## src/rtl/ppm_final_adder.sv

```systemverilog
// ppm_final_adder: carry-propagate adder behind the PPM partial-product multiplier.
//
// Adds the redundant pair in1/in2 into a single W = N+M bit product, modulo 2^W.
// The add is split into SEG-bit segments, one pipeline stage per segment, so a
// ripple carry never crosses more than SEG bits in one cycle. Each stage forwards
// the operand bits still to be added, the sum bits already formed, and its carry.
//
// Ports:
//   clk        rising-edge clock
//   rst        synchronous, active-high reset
//   in_valid   in1/in2 hold a valid operand pair
//   in_ready   stage accepts input this cycle (low only while the output stalls)
//   in1, in2   redundant operands (PPM out1/out2), W bits
//   out_valid  result holds a valid sum
//   out_ready  downstream consumes result this cycle
//   result     (in1 + in2) mod 2^W
module ppm_final_adder #(
    parameter int unsigned N   = 8,
    parameter int unsigned M   = 8,
    parameter int unsigned SEG = 4
) (
    input  logic           clk,
    input  logic           rst,
    input  logic           in_valid,
    output logic           in_ready,
    input  logic [N+M-1:0] in1,
    input  logic [N+M-1:0] in2,
    output logic           out_valid,
    input  logic           out_ready,
    output logic [N+M-1:0] result
);

    localparam int unsigned W      = N + M;
    localparam int unsigned STAGES = (W + SEG - 1) / SEG;

    // The whole pipeline freezes as one unit; bubbles are never collapsed.
    logic stall;
    assign stall    = out_valid & ~out_ready;
    assign in_ready = ~stall;

    genvar k;
    generate
        for (k = 0; k < STAGES; k++) begin : g_stage
            localparam int unsigned LO  = k * SEG;
            localparam int unsigned WID = ((W - LO) < SEG) ? (W - LO) : SEG;
            localparam int unsigned HI  = LO + WID;
            // Operand bits entering this stage that have not been added yet.
            localparam int unsigned RW  = W - LO;

            logic [RW-1:0]  a_in;
            logic [RW-1:0]  b_in;
            logic           cin;
            logic           vin;
            logic [WID-1:0] seg;
            logic [HI-1:0]  s_d;
            logic [HI-1:0]  s_q;
            logic           v_q;

            if (k == 0) begin : g_head
                assign a_in = in1;
                assign b_in = in2;
                assign cin  = 1'b0;
                assign vin  = in_valid;
                assign s_d  = seg;
            end else begin : g_body
                assign a_in = g_stage[k-1].g_fwd.a_q;
                assign b_in = g_stage[k-1].g_fwd.b_q;
                assign cin  = g_stage[k-1].g_fwd.c_q;
                assign vin  = g_stage[k-1].v_q;
                assign s_d  = {seg, g_stage[k-1].s_q};
            end

            if (HI < W) begin : g_fwd
                logic [WID:0]      seg_sum;
                logic [RW-WID-1:0] a_q;
                logic [RW-WID-1:0] b_q;
                logic              c_q;

                assign seg_sum = {1'b0, a_in[WID-1:0]} + {1'b0, b_in[WID-1:0]}
                               + (WID + 1)'(cin);
                assign seg     = seg_sum[WID-1:0];

                always_ff @(posedge clk) begin
                    if (rst) begin
                        a_q <= '0;
                        b_q <= '0;
                        c_q <= 1'b0;
                    end else if (!stall) begin
                        a_q <= a_in[RW-1:WID];
                        b_q <= b_in[RW-1:WID];
                        c_q <= seg_sum[WID];
                    end
                end
            end else begin : g_tail
                // Top segment: the final carry-out is discarded (modulo-2^W add).
                assign seg = a_in + b_in + WID'(cin);
            end

            always_ff @(posedge clk) begin
                if (rst) begin
                    v_q <= 1'b0;
                    s_q <= '0;
                end else if (!stall) begin
                    v_q <= vin;
                    s_q <= s_d;
                end
            end
        end
    endgenerate

    assign result    = g_stage[STAGES-1].s_q;
    assign out_valid = g_stage[STAGES-1].v_q;

endmodule

```

## config.mk

```make
export PLATFORM = sky130hd
export DESIGN_NAME = ppm_final_adder
export DESIGN_NICKNAME = d
export VERILOG_FILES = /design/src/rtl/ppm_final_adder.sv
export SDC_FILE = /design/constraint.sdc
export NUM_CORES = 1
export LEC_CHECK = 0
export CAP_MARGIN = 0
export CORE_UTILIZATION = 40
export DETAILED_ROUTE_END_ITERATION = 10
export DONT_BUFFER_PORTS = 1
export HOLD_SLACK_MARGIN = 0.12
export SYNTH_ARGS = -nofsm -noshare
export SYNTH_HDL_FRONTEND = slang
export SYNTH_SLANG_ARGS = --single-unit
```

## constraint.sdc

```tcl
create_clock -name clk -period 2.51 [get_ports clk]
set_clock_uncertainty 0.15 [all_clocks]
set_input_delay 0.6275 -clock clk [delete_from_list [all_inputs] [get_ports clk]]
set_output_delay 0.6275 -clock clk [all_outputs]
set_load 0.03 [all_outputs]
```

==> results of run 1 <==
[worst reg2reg max path, stage by stage (launching register included)]
cell and delay, ps:
dfxtp_1 340, inv_1 60, fa_1 470, fa_1 390
xnor2_1 150, nand2_1 70, a21oi_1 150
[registers in the layout, summed over array words and instances (netlist names)]
name / cells
g_stage.g_fwd.a_q: 24
g_stage.g_fwd.b_q: 24
g_stage.g_fwd.c_q: 3
g_stage.s_q: 24
g_stage.v_q: 3
out_valid: 1
result: 16
[power by group through the flow]
| stage | logic (mW) | clock network (mW) | registers (mW) |
|---|---|---|---|
| after floorplan | 0.172 | 0 | 1.68 |
| after global placement | 0.169 | 0 | 1.69 |
| after detailed placement | 0.172 | 0 | 1.69 |
| after CTS | 0.174 | 0.983 | 1.65 |
| after global routing | 0.202 | 1.06 | 1.66 |
| final | 0.171 | 0.955 | 1.65 |
[routing by layer]
layer | GRT usage | wire [um] | share of wire
met1 | 0.1914 | 3627 | 0.50
met4 | 0.07358 | 133 | 0.019
met3 | 0.04022 | 298 | 0.041
met2 | 0.2455 | 3126 | 0.44
met5 | 0 | 0 | 0
[cells in the mapped netlist (2+ instances only)]
| cell type | number |
|---|---|
| a2111o_1 | 3 |
| a211oi_1 | 8 |
| a21o_1 | 2 |
| a21oi_1 | 86 |
| buf_2 | 11 |
| buf_6 | 14 |
| clkbuf_1 | 6 |
| dfxtp_1 | 95 |
| fa_1 | 7 |
| ha_1 | 12 |
| inv_1 | 14 |
| nand2_1 | 164 |
| nand2b_1 | 2 |
| nand3_1 | 2 |
| nand3b_1 | 4 |
| nor2_1 | 12 |
| nor2b_1 | 4 |
| o211ai_1 | 2 |
| o21ai_0 | 3 |
| or3_1 | 2 |
| xnor2_1 | 5 |
[through the flow]
| stage | instances | worst slack (ps) |
|---|---|---|
| finish | 581 | 375.0 |
| global route | 581 | 309.0 |
| CTS | 581 | 347.8 |
| detailed placement | 566 | 588.1 |
| global placement | 566 | 634.7 |
| floorplan | 466 | 652.4 |
[cell type report]
cell class	count	area, um2
fillers	998	5318
flip-flops and latches	95	1902
inverters	15	61.31
multi-input cells	324	1715
well taps	129	161.4
clock inverters	4	47.55
repair buffers	3	35.03
clock buffers	11	131.4
[cell families after synthesis]
kind of cell | after synthesis | share of synthesized area
AND/OR/NAND/NOR | 194 | 0.2013
flip-flops | 95 | 0.4850
buffers and inverters | 47 | 0.07754
XOR/XNOR | 5 | 0.01117
AO/OA/AOI/OAI | 106 | 0.1509
adder cells (fa/ha/maj) | 19 | 0.07402
[worst max-delay path by stage]
stage / start / endpoint / slack [ps] / depth (start not counted)
finish: out_valid$_SDFFE_PP0N_ / in_ready / 370 / 2
global route: out_valid$_SDFFE_PP0N_ / in_ready / 310 / 2
global placement: in1[0] / g_stage[0].g_fwd.c_q$_SDFFE_PP0N_ / 630 / 6
detailed placement: in1[0] / g_stage[0].g_fwd.c_q$_SDFFE_PP0N_ / 590 / 6
floorplan: out_ready / in_ready / 650 / 4
CTS: out_valid$_SDFFE_PP0N_ / in_ready / 350 / 2
==> qor.yml, run 1 <==
logic_synthesis:
  ys_types: 29
  seq_area_frac_synth: 0.4850
  ys_ff_latch: 95
  ys.flop_type: "dfxtp_1"
  netlist_instances: 466
  synth_fp_nets: 521
  synth_edf_count: 0
  avgSynthCellArea_um2: 8.415
  yosys-top-cells-area: "dfxtp_1 (49%), nand2_1 (16%), a21oi_1 (11%), buf_6 (4.0%), ha_1 (3.8%)"
  yosysTopAreaCell: "dfxtp_1"
  ys.warnings.count: 0
  synth_area_um2: 3921
  synth_top_area_share: 0.4850
  async_reset_ff_frac: 0
setup_path:
  critPathCaptureType: "output port"
  worst_ep_required_time_ps: 1730
  path_delay_family: "flip-flops"
  timing.rr.start: "g_stage[2].g_fwd.a_q[0]$_SDFFE_PP0N_"
  critical_path.max_fanout: 44
  critPathBufInv: 1
  path_cells: "nor2b_4 > inv_6"
  reg2reg_depth: 6
  crit_type: "reg -> out"
  cp_slowest_stage_delay_ps: 530
  r2r_slack_ps: 680
  r2r_end: "result[14]$_SDFFE_PP0N_"
  crit_arrival_ps: 1360
  startpoint_type: "flop"
  crit_path_top_delay_cell: "dfxtp_1"
sta:
  rsz0062_at_grt: "false"
  hold_viol_final: 0
  finalSetupViolCount: 0
  slew_headroom: 0.7278
  finalSetupTns_ps: 0
  fin_hold_ws_ps: 181.1
  slew_viol_final: 0
  fmax_ghz: 0.4684
  fin_crit_sh: 0.8506
  period_needed_ps: 2135
  tightestPinTransition_ps: 408.3
clock_tree:
  ctsHoldBuffers: 0
  cts.sinks: 95
  ctsResizeCount: 0
  clk_pin_slew_worst_paths_ps: 90
  cts-root-buf: "clkbuf_8"
  cts_setup_buffers: 0
  clock_path_buffers: 2
  cts_made_buffers: 9
  cts_tree: "built"
  cts_max_level: 3
  clkLatencyLatePin_ps: 350
die:
  coreArea_um2: 9371
  io_pins: 54
  initial_core_util: 0.4184
  die_w_um: 101.0
  rows: 35
  die_h_um: 101.0
  dieArea_um2: 10200
global_routing:
  track_usage: 0.1531
  grt_max_degree: 102
  grt_pass1_vias: 2726
  antenna_found_initial: 0
  grt_pass1_wl_um: 12300
  overflow: 0
placement:
  place_congestion: 0.7206
  hpwl_um: 4426
  numPortBuffers: 0
  placed_cell_area_um2: 3875
drt:
  drc: 0
  drtIter0Drc: 144
  firstDrtPassIters: 4
  post_drt_wl_per_cell_um: 12.37
  drt_wl_total_um: 7185
  vias_per_cell: 4.880
  drtAntennaViolNets: 0
  via_count: 2835
finish:
  layout.nets: 503
  layout_commonest_cell: "nand2_1"
  final_cell_mix: "nand2_1 (164), dfxtp_1 (95), a21oi_1 (86)"
  area_delta_synth_final_pct: 3.382
  fin_util: 0.4326
  final_area_um2: 4054
  diodes: 0
  drive_above_1_share: 0.04425
job:
  cap_violations: 0
min_path:
  min_path_type: "in -> reg"
  min-delay-start: "rst"
  hold_depth: 1
  worstHoldEndpoint: "g_stage[0].g_fwd.a_q[1]$_SDFFE_PP0N_"
power:
  max-vdd-ir-drop_mv: 0.2408
  power_density_nw_per_um2: 685.6
  combPwrFrac: 0.061
  seq_power_share: 0.595
  p_leak_nw: 1.523
  intPower_mw: 2.124
  power_frac_clock: 0.344
  power_mw: 2.779
  sw_frac_of_total: 0.2359
  p_switching_mw: 0.6555
status:
  outcome: "complete, no violations"
Power figures use the tool's default switching activity.
==> inputs of run 2 (changes only) <==
- RECOVER_POWER: not set -> 25
==> results of run 2 <==
Same layout as run 1: the final DEF is identical, and so are final timing and power.
==> inputs of run 3 (changes only) <==
- CAP_MARGIN: 0 -> 20
- CTS_BUF_LIST: not set -> sky130_fd_sc_hd__clkbuf_8
==> run 3 against run 2 <==
Against the previous run:
- worst setup slack gained 4.7 ps
- largest cell class unchanged
- global-route usage is essentially flat
- critical path depth is the same
- sequential share of layout area is the same
- register-to-register slack is essentially flat
- largest power group unchanged
- critical path type unchanged
- combinational power is essentially flat
- via count shrank 0.49%
==> qor.yml, run 3 (same netlist as run 1, synthesis figures left out) <==
global_routing:
  grt_pass1_wl_um: 12300
  overflow: 0
  track_usage: 0.1529
  grt_pass1_vias: 2719
  antenna_found_initial: 0
  grt_max_degree: 102
setup_path:
  crit_type: "reg -> out"
  worst_ep_required_time_ps: 1730
  path_cells: "nor2b_4 > inv_6"
  critPathCaptureType: "output port"
  crit_path_top_delay_cell: "dfxtp_1"
  critical_path.max_fanout: 44
  cp_slowest_stage_delay_ps: 530
  startpoint_type: "flop"
  crit_arrival_ps: 1350
power:
  p_switching_mw: 0.6537
  max-vdd-ir-drop_mv: 0.2408
  p_leak_nw: 1.531
  combPwrFrac: 0.062
  power_frac_clock: 0.341
  sw_frac_of_total: 0.2360
  seq_power_share: 0.597
  intPower_mw: 2.116
  power_density_nw_per_um2: 683.2
  power_mw: 2.770
finish:
  drive_above_1_share: 0.04425
  multiInputGateArea_um2: 1715
  final-seq-area_um2: 1902
  diodes: 0
  final_cell_mix: "nand2_1 (164), dfxtp_1 (95), a21oi_1 (86)"
  nFillCells: 998
  layout_commonest_cell: "nand2_1"
  layout.nets: 503
  final_area_um2: 4054
  area_delta_synth_final_pct: 3.382
  reg_top3: "g_stage.g_fwd.a_q: 24 flops, g_stage.g_fwd.b_q: 24 flops, g_stage.s_q: 24 flops"
die:
  die_w_um: 101.0
  dieArea_um2: 10200
  rows: 35
  die_h_um: 101.0
  io_pins: 54
  coreArea_um2: 9371
  initial_core_util: 0.4184
placement:
  place_congestion: 0.7206
  place_ws_ps: 588.1
  hpwl_um: 4426
  numPortBuffers: 0
  placed_cell_area_um2: 3875
job:
  cap_violations: 0
sta:
  fmax_ghz: 0.4694
  timing.final.ws_setup_ps: 379.7
  slew_headroom: 0.7339
  slew_viol_final: 0
  finalSetupTns_ps: 0
  tightestPinTransition_ps: 399.1
  period_needed_ps: 2130
  hold_viol_final: 0
  finalSetupViolCount: 0
  fin_crit_sh: 0.8487
  rsz0062_at_grt: "false"
drt:
  firstDrtPassIters: 4
  drc: 0
  post_drt_wl_per_cell_um: 12.25
  vias_per_cell: 4.855
  drtAntennaViolNets: 0
  drt_wl_total_um: 7118
  via_count: 2821
  drtIter0Drc: 163
status:
  outcome: "complete, no violations"
clock_tree:
  cts_max_level: 3
  ctsHoldBuffers: 0
  clkLatencyLatePin_ps: 350
  cts-root-buf: "clkbuf_8"
  ctsResizeCount: 0
  cts_setup_buffers: 0
  clk_pin_slew_worst_paths_ps: 90
  clock_path_buffers: 2
  cts_tree: "built"
  cts_made_buffers: 9
  cts.sinks: 95
min_path:
  min_path_type: "in -> reg"
-- run 3: cell count changes in the layout (fill, tap and decap cells not counted), sizes merged --
cell and delta:
clkbuf -2, inv +2
-- run 3: power by group through the flow --
stage / Clock, mW / Combinational [mW] / Sequential [mW]
6_report: 0.946 / 0.171 / 1.65
3_5_place_dp: 0 / 0.172 / 1.69
2_1_floorplan: 0 / 0.172 / 1.68
4_1_cts: 0.975 / 0.174 / 1.65
3_3_place_gp: 0 / 0.169 / 1.69
5_1_grt: 1.05 / 0.202 / 1.66
-- run 3: final timing paths --
path	end	depth (start not counted)	slack (ps)	start
setup reg to reg	result[14]$_SDFFE_PP0N_	6	680	g_stage[2].g_fwd.a_q[0]$_SDFFE_PP0N_
hold reg to reg	g_stage[1].g_fwd.b_q[5]$_SDFFE_PP0N_	2	300	g_stage[1].g_fwd.b_q[5]$_SDFFE_PP0N_
setup / recovery	in_ready	2	380	out_valid$_SDFFE_PP0N_
hold / removal	g_stage[0].g_fwd.a_q[1]$_SDFFE_PP0N_	1	180	rst
-- run 3: critical path, delay by kind of cell (launching register included) --
family / cells / cell delay [ps]
buf+inv: 1 / 170
flops: 1 / 530
simple gates: 1 / 290
-- run 3: area by class of cell --
| class | count | area share |
|---|---|---|
| clock buffer | 9 | 0.03056 |
| clock inverter | 6 | 0.01358 |
| inverter | 15 | 0.01512 |
| multi-input combinational | 324 | 0.4231 |
| sequential | 95 | 0.4691 |
| tap | 129 | 0.03981 |
| timing repair buffer | 3 | 0.008642 |
-- run 3: per-layer routing --
layer / vias up / track usage / share of wire
li1: 1484 / - / -
met1: 1285 / 0.1971 / 0.50
met2: 42 / 0.2381 / 0.44
met3: 10 / 0.04022 / 0.046
met4: 0 / 0.07358 / 0.015
met5: - / 0 / 0
-- run 3: stage by stage --
stage	util	instances	hold WS, ps
2_1_floorplan	-	466	281.9
3_3_place_gp	0.4135	566	283.4
3_5_place_dp	0.4135	566	288.8
4_1_cts	0.4326	581	168.2
5_1_grt	0.4326	581	161.7
6_report	0.4326	581	182.6
